<file path="src/rtl/xbar_nor_scheduler.sv">
`default_nettype none
// +--------------------------------------------------------------------------+
// | xbar_nor_scheduler: arbitrates two requesters, loads 16 cells, then runs |
// | a ROM program on a NOR crossbar. Optional XBAR_SCHED_PERF_EN: perf ctrs. |
// | Rev 1.0                                                                  |
// +--------------------------------------------------------------------------+
module xbar_nor_scheduler #(
  parameter int PROG_DEPTH = 128,
  parameter int MAX_RD     = 5
) (
  input  logic              clk,
  input  logic              rst_n,
  input  logic [1:0]        req_valid_i,
  output logic [1:0]        req_ready_o,
  input  logic [31:0]       req_vec_i,
  output logic [6:0]        prog_addr_o,
  input  logic [22:0]       prog_data_i,
  output logic              xb_valid_o,
  input  logic              xb_ready_i,
  output logic [1:0]        xb_op_o,
  output logic [6:0]        xb_dst_o,
  output logic [6:0]        xb_a_o,
  output logic [6:0]        xb_b_o,
  output logic              xb_wdata_o,
  input  logic              xb_rvalid_i,
  input  logic              xb_rdata_i,
  output logic              resp_valid_o,
  input  logic              resp_ready_i,
  output logic              resp_id_o,
  output logic [MAX_RD-1:0] resp_data_o,
  output logic              resp_err_o
`ifdef XBAR_SCHED_PERF_EN
  ,
  output logic [15:0]       perf_jobs_o,
  output logic [15:0]       perf_stall_o
`endif
);

  typedef enum logic [2:0] {
    IDLE    = 3'd0,
    LOAD    = 3'd1,
    FETCH   = 3'd2,
    ISSUE   = 3'd3,
    WAIT_RD = 3'd4,
    RESP    = 3'd5
  } state_t;

  localparam logic [1:0] OP_INV1   = 2'b01;
  localparam logic [1:0] OP_READ   = 2'b10;
  localparam logic [1:0] OP_WRITE  = 2'b11;
  localparam int         KW        = $clog2(MAX_RD + 1);
  localparam logic [6:0] LAST_ADDR = 7'(PROG_DEPTH - 1);

  state_t            state_q, state_d;
  logic              rr_q, rr_d;
  logic              id_q, id_d;
  logic [15:0]       vec_q, vec_d;
  logic [3:0]        cell_q, cell_d;
  logic [6:0]        addr_q, addr_d;
  logic [KW-1:0]     rdcnt_q, rdcnt_d;
  logic [1:0]        req_ready_q, req_ready_d;
  logic              xb_valid_q, xb_valid_d;
  logic [1:0]        op_q, op_d;
  logic [6:0]        dst_q, dst_d, a_q, a_d, b_q, b_d;
  logic              wdata_q, wdata_d;
  logic              resp_valid_q, resp_valid_d;
  logic [MAX_RD-1:0] resp_data_q, resp_data_d;
  logic              resp_err_q, resp_err_d;

  logic              grant;
  logic [15:0]       vec_sel;
  logic [3:0]        cell_nxt;
  logic              advance;

  always_comb begin
    state_d      = state_q;
    rr_d         = rr_q;
    id_d         = id_q;
    vec_d        = vec_q;
    cell_d       = cell_q;
    addr_d       = addr_q;
    rdcnt_d      = rdcnt_q;
    req_ready_d  = 2'b00;
    xb_valid_d   = xb_valid_q;
    op_d         = op_q;
    dst_d        = dst_q;
    a_d          = a_q;
    b_d          = b_q;
    wdata_d      = wdata_q;
    resp_valid_d = resp_valid_q;
    resp_data_d  = resp_data_q;
    resp_err_d   = resp_err_q;
    advance      = 1'b0;
    // Contention goes to the pointer; a lone requester wins outright.
    grant        = (req_valid_i == 2'b11) ? rr_q : ~req_valid_i[0];
    vec_sel      = grant ? req_vec_i[31:16] : req_vec_i[15:0];
    cell_nxt     = cell_q + 4'd1;

    case (state_q)
      IDLE: begin
        if (|req_valid_i) begin
          req_ready_d = grant ? 2'b10 : 2'b01;
          rr_d        = ~grant;
          id_d        = grant;
          vec_d       = vec_sel;
          cell_d      = 4'd0;
          rdcnt_d     = '0;
          resp_data_d = '0;
          resp_err_d  = 1'b0;
          xb_valid_d  = 1'b1;
          op_d        = OP_WRITE;
          dst_d       = 7'd0;
          a_d         = 7'd0;
          b_d         = 7'd0;
          wdata_d     = vec_sel[0];
          state_d     = LOAD;
        end
      end
      LOAD: begin
        if (xb_valid_q && xb_ready_i) begin
          if (cell_q == 4'd15) begin
            xb_valid_d = 1'b0;
            addr_d     = 7'd0;
            state_d    = FETCH;
          end else begin
            cell_d  = cell_nxt;
            dst_d   = {3'b000, cell_nxt};
            wdata_d = vec_q[cell_nxt];
          end
        end
      end
      FETCH: state_d = ISSUE;
      ISSUE: begin
        // First ISSUE cycle decodes the ROM word; later cycles hold the command.
        if (!xb_valid_q) begin
          if (prog_data_i[22:21] == OP_WRITE) begin
            resp_valid_d = 1'b1;
            state_d      = RESP;
          end else if (prog_data_i[22:21] == OP_READ && rdcnt_q == KW'(MAX_RD)) begin
            resp_err_d   = 1'b1;
            resp_valid_d = 1'b1;
            state_d      = RESP;
          end else begin
            xb_valid_d = 1'b1;
            op_d       = prog_data_i[22:21];
            dst_d      = prog_data_i[20:14];
            a_d        = prog_data_i[13:7];
            b_d        = (prog_data_i[22:21] == OP_INV1) ? 7'd0 : prog_data_i[6:0];
          end
        end else if (xb_ready_i) begin
          xb_valid_d = 1'b0;
          if (op_q == OP_READ) state_d = WAIT_RD;
          else                 advance = 1'b1;
        end
      end
      WAIT_RD: begin
        if (xb_rvalid_i) begin
          resp_data_d[rdcnt_q] = xb_rdata_i;
          rdcnt_d              = rdcnt_q + KW'(1);
          advance              = 1'b1;
        end
      end
      RESP: begin
        if (resp_ready_i) begin
          resp_valid_d = 1'b0;
          state_d      = IDLE;
        end
      end
      default: state_d = IDLE;
    endcase

    // Running off the end of the ROM without END is a program error.
    if (advance) begin
      if (addr_q == LAST_ADDR) begin
        resp_err_d   = 1'b1;
        resp_valid_d = 1'b1;
        state_d      = RESP;
      end else begin
        addr_d  = addr_q + 7'd1;
        state_d = FETCH;
      end
    end
  end

  always_ff @(posedge clk or negedge rst_n) begin
    if (!rst_n) begin
      state_q      <= IDLE;
      rr_q         <= 1'b0;
      id_q         <= 1'b0;
      vec_q        <= 16'd0;
      cell_q       <= 4'd0;
      addr_q       <= 7'd0;
      rdcnt_q      <= '0;
      req_ready_q  <= 2'b00;
      xb_valid_q   <= 1'b0;
      op_q         <= 2'b00;
      dst_q        <= 7'd0;
      a_q          <= 7'd0;
      b_q          <= 7'd0;
      wdata_q      <= 1'b0;
      resp_valid_q <= 1'b0;
      resp_data_q  <= '0;
      resp_err_q   <= 1'b0;
    end else begin
      state_q      <= state_d;
      rr_q         <= rr_d;
      id_q         <= id_d;
      vec_q        <= vec_d;
      cell_q       <= cell_d;
      addr_q       <= addr_d;
      rdcnt_q      <= rdcnt_d;
      req_ready_q  <= req_ready_d;
      xb_valid_q   <= xb_valid_d;
      op_q         <= op_d;
      dst_q        <= dst_d;
      a_q          <= a_d;
      b_q          <= b_d;
      wdata_q      <= wdata_d;
      resp_valid_q <= resp_valid_d;
      resp_data_q  <= resp_data_d;
      resp_err_q   <= resp_err_d;
    end
  end

  assign req_ready_o  = req_ready_q;
  assign prog_addr_o  = addr_q;
  assign xb_valid_o   = xb_valid_q;
  assign xb_op_o      = op_q;
  assign xb_dst_o     = dst_q;
  assign xb_a_o       = a_q;
  assign xb_b_o       = b_q;
  assign xb_wdata_o   = wdata_q;
  assign resp_valid_o = resp_valid_q;
  assign resp_id_o    = id_q;
  assign resp_data_o  = resp_data_q;
  assign resp_err_o   = resp_err_q;

`ifdef XBAR_SCHED_PERF_EN
  logic [15:0] perf_jobs_q, perf_stall_q;

  always_ff @(posedge clk or negedge rst_n) begin
    if (!rst_n) begin
      perf_jobs_q  <= 16'd0;
      perf_stall_q <= 16'd0;
    end else begin
      if (resp_valid_q && resp_ready_i && perf_jobs_q != 16'hFFFF)
        perf_jobs_q <= perf_jobs_q + 16'd1;
      if (xb_valid_q && !xb_ready_i && perf_stall_q != 16'hFFFF)
        perf_stall_q <= perf_stall_q + 16'd1;
    end
  end

  assign perf_jobs_o  = perf_jobs_q;
  assign perf_stall_o = perf_stall_q;
`endif

endmodule
`default_nettype wire

</file>
<file path="config.mk">
export PLATFORM = sky130hd
export DESIGN_NAME = xbar_nor_scheduler
export DESIGN_NICKNAME = d
export VERILOG_FILES = /design/src/rtl/xbar_nor_scheduler.sv
export SDC_FILE = /design/constraint.sdc
export NUM_CORES = 1
export LEC_CHECK = 0
export BUFFER_PORTS_ARGS = -buffer_cell sky130_fd_sc_hd__buf_2
export CAP_MARGIN = 25
export CORE_MARGIN = 2
export CORE_UTILIZATION = 52
export CTS_CLUSTER_DIAMETER = 150
export DETAILED_ROUTE_END_ITERATION = 16
export PLACE_DENSITY_LB_ADDON = 0.05
export SLEW_MARGIN = 10
export SYNTH_ARGS = -nofsm -noshare
export SYNTH_HDL_FRONTEND = slang
export SYNTH_SLANG_ARGS = --single-unit
</file>
<file path="constraint.sdc">
create_clock -name clk -period 2.29 [get_ports clk]
set_input_delay 0.458 -clock clk [delete_from_list [all_inputs] [get_ports clk]]
set_output_delay 0.458 -clock clk [all_outputs]
set_load 0.03 [all_outputs]
</file>
* Word level (Yosys, flattened, before mapping)
Index checks and enable logic that the tools add are counted.
Word-level totals: output and inout port bits 42, register bits 69, bits of input ports 63
Operators by class: bitwise gates (word level) 2, $add $sub $neg 3, reduce and logical (&&, ||, !) cells 16, muxes and demuxes 89, equal/unequal tests 29, order comparisons 3
Operators by type and width (count):
- 7-bit 2-to-1 mux | 18
- 3-bit 2-to-1 mux | 13
- 1-bit 2-to-1 mux | 29
- 7-bit case mux with 2 select lines | 2
- 7-bit case mux with 3 select lines | 1
- 2-bit inequality test (second input constant) | 9
- 3-bit case mux with 6 select lines | 1
- 16-bit 2-to-1 mux | 1
- 2-bit 2-to-1 mux | 7
- 4-bit 2-to-1 mux | 3
- 3-bit inequality test (second input constant) | 4
- 5-bit 2-to-1 mux | 2
- 5-bit case mux with 2 select lines | 1
- 3-bit equality test (second input constant) | 3
- 2-bit equality test (second input constant) | 4
- 4-bit inequality test (second input constant) | 2
- 1-bit case mux with 2 select lines | 4
- 4-bit case mux with 2 select lines | 1
- 4-bit AND reduction | 2
- 8-bit AND reduction | 1
- 7-bit by 1-bit adder with 7-bit output (second input constant) | 1
- 7-bit equality test (second input constant) | 1
- 7-bit AND reduction | 1
- 3-bit by 2-bit equality test with 1-bit output (second input constant) | 2
- 24 further kinds | 29

* Logic depth before layout (Yosys ltp)
Gate-level depths: netlist of run 1.
word-level depth 8, depth in mapped cells 8

* Least setup slack after synthesis of run 1
No wires, ideal clock.
path type register to register, start register xb_valid_q, in the netlist xb_valid_o, end register cell_q[3], library setup time 125 ps, arrival time 1770 ps, path slack 395 ps, required time 2165 ps, buffers on the path 1, clock period less this slack 1895 ps, stages on the path, launching flop included 6, cells stage by stage dfrtp_1 buf_4 and2_4 nand2_2 a2111oi_4 mux2_4
Between the ends: longest elaborated chain between the ends 3
RTL lines:
- from (decl) | line 62 | logic xb_valid_q, xb_valid_d;
- from (signal assigned) | line 213 | xb_valid_q <= xb_valid_d;
- 1-bit logical AND | line 120 | if (xb_valid_q && xb_ready_i) begin
- 2-bit inequality test (no source line)
- 4-bit AND reduction (no source line)
- to (signal assigned) | line 209 | cell_q <= cell_d;
- to (decl) | line 58 | logic [3:0] cell_q, cell_d;
Every way passes these cells. A chain may end at the register's enable or synchronous reset.

* Final worst setup path of run 1
start register rdcnt_q[1], end register dst_q[2], in the netlist xb_dst_o[2]
Between the ends: longest elaborated chain between the ends 4
RTL lines:
- from (decl) | line 60 | logic [KW-1:0] rdcnt_q, rdcnt_d;
- from (signal assigned) | line 211 | rdcnt_q <= rdcnt_d;
- 3-bit equality test | line 139 | end else if (prog_data_i[22:21] == OP_READ && rdcnt_q == KW'(MAX_RD)) begin
- 1-bit logical AND | line 139
- 2-bit inequality test (no source line)
- 7-bit AND reduction (no source line)
- to (signal assigned) | line 215 | dst_q <= dst_d;
- to (decl) | line 64 | logic [6:0] dst_q, dst_d, a_q, a_d, b_q, b_d;
Every way passes these cells.

==> results of run 1 <==
## kinds of logic after synthesis
logic type | count (synthesis) | synth area share [%]
buffers and inverters | 27 | 4.35
AO/OA/AOI/OAI | 85 | 17.8
XOR/XNOR | 6 | 1.50
AND/OR/NAND/NOR | 144 | 20.0
multiplexers | 12 | 5.70
adder cells (fa/ha/maj) | 4 | 1.43
flip-flops | 69 | 49.2
## path summary, 6_finish.rpt
check | cells past startpoint | slack [ps] | from | to
max | 7 | 250 | rdcnt_q[1] | xb_dst_o[2]
min | 2 | 120 | rst_n | xb_b_o[5]
max reg2reg | 7 | 250 | rdcnt_q[1] | xb_dst_o[2]
min reg2reg | 2 | 480 | xb_b_o[6] | xb_b_o[6]
max in group asynchronous | 2 | 1890 | rst_n | vec_q[10]
min in group clk | 2 | 340 | req_vec_i[3] | vec_q[3]
## per-layer routing
layer / track usage, % / wire length, um
met1: 32.0 / 3670
met2: 34.9 / 3760
met3: 4.48 / 575
met4: 8.66 / 160
met5: 0 / 0
## worst max-delay path, cell delays in order (launching register included)
cell and delay (ps):
dfrtp_1 450, inv_1 130, ha_1 180, a21o_1 200, a21oi_1 110, and3_1 210, o21ai_2 280, mux2_2 370
## state kept, by name (all words and copies together), names as in the netlist
| signal | flops |
|---|---|
| cell_q | 4 |
| prog_addr_o | 7 |
| rdcnt_q | 3 |
| req_ready_o | 2 |
| resp_data_o | 5 |
| resp_err_o | 1 |
| resp_id_o | 1 |
| resp_valid_o | 1 |
| rr_q | 1 |
| state_q | 3 |
| vec_q | 16 |
| xb_a_o | 7 |
| xb_b_o | 7 |
| xb_dst_o | 7 |
| xb_op_o | 2 |
| xb_valid_o | 1 |
| xb_wdata_o | 1 |
## Yosys cell counts (4+ instances only)
| master | n |
|---|---|
| o21ai_0 | 26 |
| buf_2 | 8 |
| nor3_1 | 9 |
| nor2_1 | 30 |
| dfrtp_1 | 69 |
| inv_1 | 7 |
| ha_1 | 4 |
| a221o_1 | 15 |
| a21oi_1 | 12 |
| a22o_1 | 5 |
| o2bb2ai_1 | 4 |
| nand3_1 | 11 |
| mux2i_1 | 5 |
| buf_6 | 4 |
| and3_1 | 17 |
| nand2_1 | 53 |
## cell type report
type | instances | area, sq um | area share (%)
flip-flops and latches | 69 | 1730 | 39.8
multi-input cells | 251 | 1640 | 37.7
repair buffers | 117 | 631 | 14.5
clock buffers | 11 | 141 | 3.26
well taps | 77 | 96.3 | 2.22
clock inverters | 5 | 83.8 | 1.93
inverters | 7 | 26.3 | 0.605
## where the power goes
group | switching [mW] | total [mW] | internal, mW | leakage [nW]
Combinational | 1.07 | 1.86 | 0.789 | 1.13
Sequential | 0.237 | 1.75 | 1.52 | 0.903
Clock | 0.471 | 1.12 | 0.645 | 0.106
## through the flow
step                      area, sq um  setup slack (ps)  hold slack, ps
final                            4340               245             124
after detailed placement         4120               267             466
after floorplan                  3510               395             162
after CTS                        4340               259             134
after global routing             4340              92.4             148
after global placement           4120               309             457
==> report_table.html, run 1 <==
<table>
<tr><th>Metric</th><th>Value</th></tr>
<tr><th colspan="2">Outcome</th></tr>
<tr><td>Result of the run</td><td>complete, no violations</td></tr>
<tr><th colspan="2">Hold path</th></tr>
<tr><td>Type of the worst min-delay path</td><td>in2async</td></tr>
<tr><th colspan="2">Route</th></tr>
<tr><td>Total Routed Length</td><td>8160 um</td></tr>
<tr><td>Avg Vias per Cell</td><td>around 5.6</td></tr>
<tr><td>Avg WL per Cell</td><td>roughly 15 um</td></tr>
<tr><td>Antenna-violating nets left</td><td>0</td></tr>
<tr><td>Number of iterations in the first detailed-routing pass</td><td>5</td></tr>
<tr><td>Via count</td><td>3022</td></tr>
<tr><td>Remaining routing DRC violations</td><td>0</td></tr>
<tr><td>Starting DRC count in detailed routing</td><td>207</td></tr>
<tr><th colspan="2">CTS</th></tr>
<tr><td>Clock tree buffer depth</td><td>2</td></tr>
<tr><td>Number of buffers inserted during clock tree synthesis</td><td>9</td></tr>
<tr><td>Worst skew pair latency</td><td>between 300 and 400 ps</td></tr>
<tr><td>CTS tree</td><td>done</td></tr>
<tr><td>Post-CTS Setup Repair Bufs</td><td>0</td></tr>
<tr><td>Clock Sinks</td><td>between 60 and 70</td></tr>
<tr><td>Clock tree root driver cell</td><td>clkbuf_8</td></tr>
<tr><td>CTS hold repair buffers</td><td>0</td></tr>
<tr><td># resized after CTS</td><td>0</td></tr>
<tr><td>Clock transition time at the flip-flop clock pins of the worst setup and hold paths</td><td>roughly 80 ps</td></tr>
<tr><td># H-tree levels</td><td>3</td></tr>
<tr><th colspan="2">Layout</th></tr>
<tr><td>Commonest non-fill, non-tap cell in the layout</td><td>buf_2</td></tr>
<tr><td>Fraction of final layout cells with drive strength greater than 1</td><td>32.4%</td></tr>
<tr><td>Final core utilization</td><td>approximately two thirds</td></tr>
<tr><td>Most frequent cells in the layout</td><td>104 x buf_2, 69 x dfrtp_1, 53 x nand2_1</td></tr>
<tr><td>Synth-to-layout area growth</td><td>23.7%</td></tr>
<tr><td>Net count of the finished layout</td><td>approximately 520</td></tr>
<tr><td># diodes</td><td>0</td></tr>
<tr><td>Count of placed standard cells in the final layout, fillers left out</td><td>537</td></tr>
<tr><td>Fillers</td><td>535</td></tr>
<tr><th colspan="2">Setup path</th></tr>
<tr><td>Largest fanout on the critical path</td><td>8</td></tr>
<tr><td>Worst setup EP type</td><td>flip-flop</td></tr>
<tr><td>Data arrival at the endpoint of the critical path</td><td>2280 ps</td></tr>
<tr><td>Crit path launch type</td><td>flip-flop</td></tr>
<tr><td>Classification of the worst setup path</td><td>reg2reg</td></tr>
<tr><td>Critical path required time</td><td>2530 ps</td></tr>
<tr><th colspan="2">Power</th></tr>
<tr><td>Leakage power</td><td>2.14 nW</td></tr>
<tr><td>Power Total</td><td>4.73 mW</td></tr>
<tr><td>Pwr/cell area</td><td>1090 mW/mm^2</td></tr>
<tr><td>Maximum resistive drop on vdd</td><td>0.000625 V</td></tr>
<tr><th colspan="2">Logic synthesis</th></tr>
<tr><td>Synth Register Bits</td><td>69</td></tr>
<tr><td>Cell accounting for the most synthesized area</td><td>dfrtp_1</td></tr>
<tr><td>EDFF count, synth</td><td>0</td></tr>
<tr><td>Synth warn</td><td>0</td></tr>
<tr><td>Post-synthesis net count</td><td>just over 400</td></tr>
<tr><td>Gate Count Post-Synth</td><td>347</td></tr>
<tr><td>Leading post-synthesis cells by cell area</td><td>dfrtp_1 49%, nand2_1 5.7%, a221o_1 4.3%</td></tr>
<tr><td>Synthesized area</td><td>0.00351 sq mm</td></tr>
<tr><td>Top cell type's share of synthesized area</td><td>49.2%</td></tr>
<tr><td>Most frequently used flop master after synthesis</td><td>dfrtp_1</td></tr>
<tr><td>Unique cell type count in the Yosys netlist</td><td>58</td></tr>
<tr><td>Fraction of registers with async set/reset</td><td>between 90% and 100%</td></tr>
<tr><td>Synthesized area per cell</td><td>10.1 sq um</td></tr>
<tr><td>Register area share after synthesis</td><td>49.2%</td></tr>
<tr><th colspan="2">Timing</th></tr>
<tr><td>Fmax</td><td>489 MHz</td></tr>
<tr><td>Final clock period utilization by the worst path</td><td>89.3%</td></tr>
<tr><td>Time the worst path needs with I/O delays and setup</td><td>2040 ps</td></tr>
<tr><td>Worst-case headroom to the max-slew limit</td><td>59.5%</td></tr>
<tr><td>RSZ-0062 raised after global routing</td><td>false</td></tr>
<tr><td>Final Hold Fails</td><td>0</td></tr>
<tr><td>Sum Neg Setup Slack</td><td>0 ps</td></tr>
<tr><td>Slew at the pin with the worst max-slew slack</td><td>608 ps</td></tr>
<tr><td>Number of slew-limit violations in the final report</td><td>0</td></tr>
<tr><td>Endpoints failing setup</td><td>0</td></tr>
<tr><td>Worst Skew</td><td>roughly 6.7 ps</td></tr>
<tr><th colspan="2">Floorplan</th></tr>
<tr><td>Io pins</td><td>105</td></tr>
<tr><td>Floorplan die area</td><td>between 0.007 and 0.008 sq mm</td></tr>
<tr><td>Row count</td><td>29</td></tr>
<tr><td>Die Y-Extent</td><td>86.2 um</td></tr>
<tr><td>Die span in x</td><td>86.2 um</td></tr>
<tr><td>Initial cell density of the core</td><td>54.7%</td></tr>
<tr><td>Area of the core</td><td>0.00642 sq mm</td></tr>
<tr><th colspan="2">GRT</th></tr>
<tr><td>Vias in the first global route</td><td>2798</td></tr>
<tr><td>Largest net degree at the start of global routing</td><td>70</td></tr>
<tr><td>Overflow after GRT</td><td>0</td></tr>
<tr><td>Initial antenna violation count</td><td>0</td></tr>
<tr><td>Wire length of the first global-routing pass</td><td>13200 um</td></tr>
<tr><td>Total routing usage reported by global routing</td><td>22.7%</td></tr>
<tr><th colspan="2">Job</th></tr>
<tr><td>Max-Cap Viols</td><td>0</td></tr>
<tr><th colspan="2">Place</th></tr>
<tr><td>Half-perimeter wire length after placement</td><td>between 5000 and 6000 um</td></tr>
<tr><td>Global placement routability congestion</td><td>0.880</td></tr>
<tr><td>Total instance count after detailed placement</td><td>521</td></tr>
<tr><td>Port Buf Inserts</td><td>about 100</td></tr>
</table>
Power figures use the tool's default switching activity.
==> inputs of run 2 (changes only) <==
Settings changed: REMOVE_ABC_BUFFERS set to 1.
==> report_table.html, run 2 (synthesized netlist as in run 1, its figures left out) <==
<table>
<tr><th>Metric</th><th>Value</th></tr>
<tr><th colspan="2">Setup path</th></tr>
<tr><td>Classification of the worst setup path</td><td>reg2reg</td></tr>
<tr><td>Worst r2r path cells</td><td>3 (-4)</td></tr>
<tr><td>Crit path launch type</td><td>flip-flop</td></tr>
<tr><td>Critical R2R Launch</td><td>state_q[1]</td></tr>
<tr><td>Worst path bufs/invs</td><td>0 (-1)</td></tr>
<tr><td>Data arrival at the endpoint of the critical path</td><td>2230 ps (-50 ps)</td></tr>
<tr><td>Critical path required time</td><td>2560 ps (+30 ps)</td></tr>
<tr><td>Slowest cell on the critical path</td><td>or4_4</td></tr>
<tr><td>CP max stage delay</td><td>750 ps (+300 ps)</td></tr>
<tr><td>Crit-path leading delay family</td><td>simple AND/OR/NAND/NOR gates</td></tr>
<tr><td>Worst setup EP type</td><td>flip-flop</td></tr>
<tr><td>Worst r2r dst</td><td>vec_q[3]</td></tr>
<tr><td>Largest fanout on the critical path</td><td>21 (+13)</td></tr>
<tr><td>Crit path cell chain</td><td>or4_4 &gt; nor2_4 &gt; a221o_1</td></tr>
<tr><td>Register-to-register path setup slack</td><td>320 ps (+80 ps)</td></tr>
<tr><th colspan="2">Place</th></tr>
<tr><td>Port Buf Inserts</td><td>104 (unchanged)</td></tr>
<tr><td>Global placement routability congestion</td><td>0.933 (+6.1%)</td></tr>
<tr><td>Half-perimeter wire length after placement</td><td>5720 um (-2.7%)</td></tr>
<tr><td>Instance area after placement</td><td>0.00414 sq mm (+0.55%)</td></tr>
<tr><td>Worst slack at placement</td><td>356 ps (+88.9 ps)</td></tr>
<tr><td>Total instance count after detailed placement</td><td>524 (+0.58%)</td></tr>
<tr><th colspan="2">Layout</th></tr>
<tr><td>Count of placed standard cells in the final layout, fillers left out</td><td>540 (+0.56%)</td></tr>
<tr><td>Largest register by flop count</td><td>vec_q</td></tr>
<tr><td>Fillers</td><td>522 (-2.4%)</td></tr>
<tr><td>Fraction of final layout cells with drive strength greater than 1</td><td>32.6% (+0.22 points)</td></tr>
<tr><td>Net count of the finished layout</td><td>525 (+0.57%)</td></tr>
<tr><td>Synth-to-layout area growth</td><td>24.4%</td></tr>
<tr><td>Post-route design area</td><td>0.00437 sq mm (+0.55%)</td></tr>
<tr><td>Number of flip-flops in the largest register</td><td>16 (unchanged)</td></tr>
<tr><td>Commonest non-fill, non-tap cell in the layout</td><td>buf_2</td></tr>
<tr><td># diodes</td><td>0 (unchanged)</td></tr>
<tr><td>Final core utilization</td><td>68.0% (+0.37 points)</td></tr>
<tr><td>Most frequent cells in the layout</td><td>104 x buf_2, 69 x dfrtp_1, 53 x nand2_1</td></tr>
<tr><th colspan="2">CTS</th></tr>
<tr><td>Worst skew pair latency</td><td>340 ps (about the same)</td></tr>
<tr><td>CTS hold repair buffers</td><td>0 (unchanged)</td></tr>
<tr><td>Clock transition time at the flip-flop clock pins of the worst setup and hold paths</td><td>80 ps (about the same)</td></tr>
<tr><td>Clock Sinks</td><td>69 (unchanged)</td></tr>
<tr><td>CTS tree</td><td>done</td></tr>
<tr><td># H-tree levels</td><td>3 (unchanged)</td></tr>
<tr><td>Number of buffers inserted during clock tree synthesis</td><td>9 (unchanged)</td></tr>
<tr><td>Post-CTS Setup Repair Bufs</td><td>0 (unchanged)</td></tr>
<tr><td>Clock tree buffer depth</td><td>2 (unchanged)</td></tr>
<tr><td># resized after CTS</td><td>0 (unchanged)</td></tr>
<tr><td>Clock tree root driver cell</td><td>clkbuf_8</td></tr>
<tr><th colspan="2">Hold path</th></tr>
<tr><td>Type of the worst min-delay path</td><td>in2async</td></tr>
<tr><th colspan="2">GRT</th></tr>
<tr><td>Vias in the first global route</td><td>2836 (+1.4%)</td></tr>
<tr><td>Overflow after GRT</td><td>0 (unchanged)</td></tr>
<tr><td>Total routing usage reported by global routing</td><td>22.7% (about the same)</td></tr>
<tr><td>Initial antenna violation count</td><td>0 (unchanged)</td></tr>
<tr><td>Wire length of the first global-routing pass</td><td>13400 um (+1.4%)</td></tr>
<tr><td>Largest net degree at the start of global routing</td><td>70 (unchanged)</td></tr>
<tr><th colspan="2">Floorplan</th></tr>
<tr><td>Initial cell density of the core</td><td>54.7% (unchanged)</td></tr>
<tr><td>Area of the core</td><td>0.00642 sq mm (unchanged)</td></tr>
<tr><td>Die Y-Extent</td><td>86.2 um (unchanged)</td></tr>
<tr><td>Die span in x</td><td>86.2 um (unchanged)</td></tr>
<tr><td>Io pins</td><td>105 (unchanged)</td></tr>
<tr><td>Row count</td><td>29 (unchanged)</td></tr>
<tr><td>Floorplan die area</td><td>0.00743 sq mm (unchanged)</td></tr>
<tr><th colspan="2">Timing</th></tr>
<tr><td>Worst Skew</td><td>13.7 ps (+7.01 ps)</td></tr>
<tr><td>Final clock period utilization by the worst path</td><td>85.9% (-3.4 points)</td></tr>
<tr><td>Number of slew-limit violations in the final report</td><td>0 (unchanged)</td></tr>
<tr><td>Worst-case headroom to the max-slew limit</td><td>66.1% (+6.6 points)</td></tr>
<tr><td>Time the worst path needs with I/O delays and setup</td><td>1970 ps (-78.0 ps)</td></tr>
<tr><td>RSZ-0062 raised after global routing</td><td>false</td></tr>
<tr><td>Slew at the pin with the worst max-slew slack</td><td>509 ps (-98.8 ps)</td></tr>
<tr><td>Setup slack of the critical path after layout</td><td>323 ps (+78.0 ps)</td></tr>
<tr><td>Endpoints failing setup</td><td>0 (unchanged)</td></tr>
<tr><td>Final Hold Fails</td><td>0 (unchanged)</td></tr>
<tr><td>Fmax</td><td>509 MHz (+4.0%)</td></tr>
<tr><th colspan="2">Route</th></tr>
<tr><td>Via count</td><td>3019 (-0.099%)</td></tr>
<tr><td>Avg WL per Cell</td><td>14.7 um (-3.4%)</td></tr>
<tr><td>Total Routed Length</td><td>7930 um (-2.8%)</td></tr>
<tr><td>Avg Vias per Cell</td><td>5.59 (-0.65%)</td></tr>
<tr><td>Number of iterations in the first detailed-routing pass</td><td>4 (-1)</td></tr>
<tr><td>Remaining routing DRC violations</td><td>0 (unchanged)</td></tr>
<tr><td>Antenna-violating nets left</td><td>0 (unchanged)</td></tr>
<tr><td>Starting DRC count in detailed routing</td><td>188 (-9.2%)</td></tr>
<tr><th colspan="2">Power</th></tr>
<tr><td>Pwr/cell area</td><td>1090 mW/mm^2 (-0.11%)</td></tr>
<tr><td>Maximum resistive drop on vdd</td><td>0.000589 V (-5.7%)</td></tr>
<tr><td>Power Total</td><td>4.75 mW (+0.43%)</td></tr>
<tr><td>Leakage power</td><td>2.16 nW (+0.93%)</td></tr>
<tr><th colspan="2">Job</th></tr>
<tr><td>Max-Cap Viols</td><td>0 (unchanged)</td></tr>
<tr><th colspan="2">Outcome</th></tr>
<tr><td>Result of the run</td><td>complete, no violations</td></tr>
</table>
-- run 2: worst max path at each step --
stage	startpoint	endpoint	slack, ps	cells past startpoint
6_report	state_q[1]	vec_q[3]	320	3
5_1_grt	state_q[0]	xb_op_o[0]	200	7
4_1_cts	state_q[1]	vec_q[3]	330	3
3_5_place_dp	state_q[1]	vec_q[8]	360	3
3_3_place_gp	state_q[1]	vec_q[9]	360	3
2_1_floorplan	state_q[1]	xb_op_o[0]	-830	4
-- run 2: metrics by stage --
| stage | TNS [ps] | hold WS [ps] |
|---|---|---|
| floorplan | -17550 | 162 |
| global placement | 0 | 456 |
| detailed placement | 0 | 466 |
| CTS | 0 | 151 |
| global route | 0 | 166 |
| finish | 0 | 136 |
-- run 2: layout make-up --
class | count | area [sq um] | share of cell area [%]
sequential | 69 | 1730 | 39.5
multi-input combinational | 251 | 1640 | 37.5
timing repair buffer | 120 | 653 | 15.0
clock buffer | 13 | 159 | 3.64
tap | 77 | 96.3 | 2.21
clock inverter | 3 | 67.6 | 1.55
inverter | 7 | 26.3 | 0.602
-- run 2: power by group --
group	total [mW]	switching [mW]	internal, mW
clock	1.13	0.453	0.675
sequential	1.74	0.225	1.52
combinational	1.88	1.07	0.806
-- run 2: metal layers --
metal,wire (um),global-route usage [%]
met1,3790,31.7
met2,3580,36.8
met4,70,5.26
met3,487,4.76
met5,0,0
==> inputs of run 3 (changes only) <==
Settings changed: CORE_UTILIZATION 52 to 47.
Clock period 2.29 ns to 1.7 ns, I/O delays scaled along.
==> report_table.html, run 3 (synthesized netlist as in run 1, its figures left out) <==
<table>
<tr><th>Metric</th><th>Value</th></tr>
<tr><th colspan="2">Timing</th></tr>
<tr><td>Fmax</td><td>567 MHz (+11%)</td></tr>
<tr><td>Final Hold Fails</td><td>0 (unchanged)</td></tr>
<tr><td>Hold WS</td><td>5.18 ps (-131 ps)</td></tr>
<tr><td>Time the worst path needs with I/O delays and setup</td><td>1760 ps (-202 ps)</td></tr>
<tr><td>Slew at the pin with the worst max-slew slack</td><td>373 ps (-136 ps)</td></tr>
<tr><td>Worst Skew</td><td>6.76 ps (-6.96 ps)</td></tr>
<tr><td>Number of slew-limit violations in the final report</td><td>0 (unchanged)</td></tr>
<tr><td>Setup slack of the critical path after layout</td><td>-64.1 ps (-388 ps)</td></tr>
<tr><td>Final clock period utilization by the worst path</td><td>104% (+18 points)</td></tr>
<tr><td>Endpoints failing setup</td><td>6 (+6)</td></tr>
<tr><td>Worst-case headroom to the max-slew limit</td><td>75.1% (+9.0 points)</td></tr>
<tr><td>RSZ-0062 raised after global routing</td><td>true</td></tr>
<tr><th colspan="2">Hold path</th></tr>
<tr><td>Type of the worst min-delay path</td><td>in2async</td></tr>
<tr><th colspan="2">Route</th></tr>
<tr><td>Avg WL per Cell</td><td>14.9 um (+1.6%)</td></tr>
<tr><td>Remaining routing DRC violations</td><td>0 (unchanged)</td></tr>
<tr><td>Via count</td><td>3254 (+7.8%)</td></tr>
<tr><td>Total Routed Length</td><td>9160 um (+15%)</td></tr>
<tr><td>Antenna-violating nets left</td><td>0 (unchanged)</td></tr>
<tr><td>Number of iterations in the first detailed-routing pass</td><td>4 (unchanged)</td></tr>
<tr><td>Starting DRC count in detailed routing</td><td>168 (-11%)</td></tr>
<tr><td>Avg Vias per Cell</td><td>5.30 (-5.2%)</td></tr>
<tr><th colspan="2">Outcome</th></tr>
<tr><td>Result of the run</td><td>complete, but fails checks</td></tr>
<tr><td>Violated checks</td><td>negative setup slack</td></tr>
<tr><th colspan="2">Layout</th></tr>
<tr><td>Most frequent cells in the layout</td><td>105 x buf_2, 66 x dfrtp_1, 55 x buf_4</td></tr>
<tr><td>Largest register by flop count</td><td>vec_q</td></tr>
<tr><td>Net count of the finished layout</td><td>577 (+9.9%)</td></tr>
<tr><td>Commonest non-fill, non-tap cell in the layout</td><td>buf_2</td></tr>
<tr><td>Number of flip-flops in the largest register</td><td>16 (unchanged)</td></tr>
<tr><td>Synth-to-layout area growth</td><td>45.0%</td></tr>
<tr><td>Fillers</td><td>556 (+6.5%)</td></tr>
<tr><td>Post-route design area</td><td>0.00509 sq mm (+17%)</td></tr>
<tr><td># diodes</td><td>0 (unchanged)</td></tr>
<tr><td>Fraction of final layout cells with drive strength greater than 1</td><td>48.9% (+16 points)</td></tr>
<tr><th colspan="2">Setup path</th></tr>
<tr><td>Worst path bufs/invs</td><td>2 (+2)</td></tr>
<tr><td>Largest fanout on the critical path</td><td>5 (-76%)</td></tr>
<tr><td>Crit-path leading delay family</td><td>compound AO/OA/AOI/OAI gates</td></tr>
<tr><td>Worst setup EP type</td><td>flip-flop</td></tr>
<tr><td>Register-to-register path setup slack</td><td>-60 ps (-390 ps)</td></tr>
<tr><td>Crit path launch type</td><td>flip-flop</td></tr>
<tr><td>Classification of the worst setup path</td><td>reg2reg</td></tr>
<tr><td>Worst r2r path cells</td><td>6 (+3)</td></tr>
<tr><td>Crit path cell chain</td><td>buf_6 &gt; nor4_4 &gt; buf_4 &gt; o21a_1 &gt; nand2_2 &gt; o41ai_2</td></tr>
<tr><td>Critical path required time</td><td>1930 ps (-630 ps)</td></tr>
<tr><td>Critical R2R Launch</td><td>state_q[1]</td></tr>
<tr><td>Data arrival at the endpoint of the critical path</td><td>1990 ps (-240 ps)</td></tr>
<tr><td>CP max stage delay</td><td>450 ps (-300 ps)</td></tr>
<tr><td>Slowest cell on the critical path</td><td>dfrtp_2</td></tr>
<tr><td>Worst r2r dst</td><td>resp_data_o[0]</td></tr>
<tr><th colspan="2">CTS</th></tr>
<tr><td>Number of buffers inserted during clock tree synthesis</td><td>9 (unchanged)</td></tr>
<tr><td># H-tree levels</td><td>3 (unchanged)</td></tr>
<tr><td>Clock Sinks</td><td>69 (unchanged)</td></tr>
<tr><td>CTS tree</td><td>done</td></tr>
<tr><td>Clock transition time at the flip-flop clock pins of the worst setup and hold paths</td><td>70 ps (about the same)</td></tr>
<tr><td>Worst skew pair latency</td><td>340 ps (about the same)</td></tr>
<tr><td>Clock tree buffer depth</td><td>2 (unchanged)</td></tr>
<tr><td>Clock tree root driver cell</td><td>clkbuf_8</td></tr>
<tr><td>CTS hold repair buffers</td><td>0 (unchanged)</td></tr>
<tr><th colspan="2">GRT</th></tr>
<tr><td>Wire length of the first global-routing pass</td><td>14500 um (+8.4%)</td></tr>
<tr><td>Largest net degree at the start of global routing</td><td>70 (unchanged)</td></tr>
<tr><td>Total routing usage reported by global routing</td><td>22.1% (-0.58 points)</td></tr>
<tr><td>Overflow after GRT</td><td>0 (unchanged)</td></tr>
<tr><td>Initial antenna violation count</td><td>0 (unchanged)</td></tr>
<tr><td>Vias in the first global route</td><td>3066 (+8.1%)</td></tr>
<tr><th colspan="2">Place</th></tr>
<tr><td>Global placement routability congestion</td><td>0.893 (-4.3%)</td></tr>
<tr><td>Half-perimeter wire length after placement</td><td>6260 um (+9.4%)</td></tr>
<tr><td>Instance area after placement</td><td>0.00446 sq mm (+7.6%)</td></tr>
<tr><td>Worst slack at placement</td><td>-125 ps (-481 ps)</td></tr>
<tr><td>Port Buf Inserts</td><td>104 (unchanged)</td></tr>
<tr><th colspan="2">Floorplan</th></tr>
<tr><td>Floorplan die area</td><td>0.00818 sq mm (+10%)</td></tr>
<tr><td>Initial cell density of the core</td><td>48.4% (-6.3 points)</td></tr>
<tr><td>Die span in x</td><td>90.4 um (+4.9%)</td></tr>
<tr><td>Io pins</td><td>105 (unchanged)</td></tr>
<tr><td>Row count</td><td>31 (+6.9%)</td></tr>
<tr><td>Area of the core</td><td>0.00725 sq mm (+13%)</td></tr>
<tr><td>Die Y-Extent</td><td>90.4 um (+4.9%)</td></tr>
<tr><th colspan="2">Power</th></tr>
<tr><td>Leakage power</td><td>2.48 nW (+15%)</td></tr>
<tr><td>Maximum resistive drop on vdd</td><td>0.000746 V (+27%)</td></tr>
<tr><td>Pwr/cell area</td><td>1420 mW/mm^2 (+30%)</td></tr>
<tr><td>Power Total</td><td>7.21 mW (+52%)</td></tr>
<tr><th colspan="2">Job</th></tr>
<tr><td>Max-Cap Viols</td><td>0 (unchanged)</td></tr>
</table>
## run 3: changes by cell type in the layout (fill, tap and decap cells not counted), sizes merged
| cell | previous run | this run |
|---|---|---|
| bufinv | 2 | 1 |
| clkbuf | 13 | 14 |
| clkinv | 0 | 2 |
| buf | 120 | 170 |
## run 3: per-layer routing
layer,up-vias,track usage (%),part of all wire (%)
li1,1593,-,-
met1,1535,31.3,46
met5,-,0,0
met3,12,4.42,4.9
met2,114,33.4,47
met4,0,8.97,1.7
## run 3: worst max path at each step
stage                endpoint        from  slack (ps)  depth (start not counted)
2_1_floorplan      xb_op_o[0]  state_q[1]       -1420                          4
3_3_place_gp      xb_dst_o[2]  rdcnt_q[1]         -70                          7
5_1_grt        resp_data_o[0]  state_q[1]        -140                          6
6_report       resp_data_o[0]  state_q[1]         -60                          6
3_5_place_dp      xb_dst_o[2]  rdcnt_q[1]        -130                          7
4_1_cts            xb_wdata_o   cell_q[0]         -60                          5
## run 3: where the power goes
part | total (mW) | switching, mW | internal [mW] | leakage (nW)
clock network | 1.32 | 0.607 | 0.714 | 0.0964
logic | 3.55 | 1.80 | 1.75 | 1.49
registers | 2.34 | 0.294 | 2.05 | 0.898
## run 3: timing repair
item	in CTS	in global routing
pin swaps	6	25
resized for setup	20	65
endpoints found under the setup margin	38	58
cloned	0	3
setup buffers	4	10
hold endpoints to repair	0	0
## run 3: cell type report
cell class / instances / area (sq um) / area share (%)
multi-input combinational: 251 / 1890 / 37.1
sequential: 69 / 1730 / 34.0
timing repair buffer: 172 / 1130 / 22.1
clock buffer: 12 / 145 / 2.85
tap: 99 / 124 / 2.43
clock inverter: 4 / 47.5 / 0.934
inverter: 7 / 26.3 / 0.516
## run 3: worst register-to-register path, stage by stage (launching register included)
cell and delay, ps:
dfrtp_2 450, buf_6 140, nor4_4 300, buf_4 170, o21a_1 140, nand2_2 100, o41ai_2 360
## run 3: through the flow
stage / setup TNS [ps] / instances / util, %
CTS: -68.7 / 601 / 65.4
global placement: -349 / 581 / 61.4
global route: -1810 / 614 / 70.2
finish: -241 / 614 / 70.2
detailed placement: -599 / 581 / 61.4
floorplan: -43990 / 327 / -
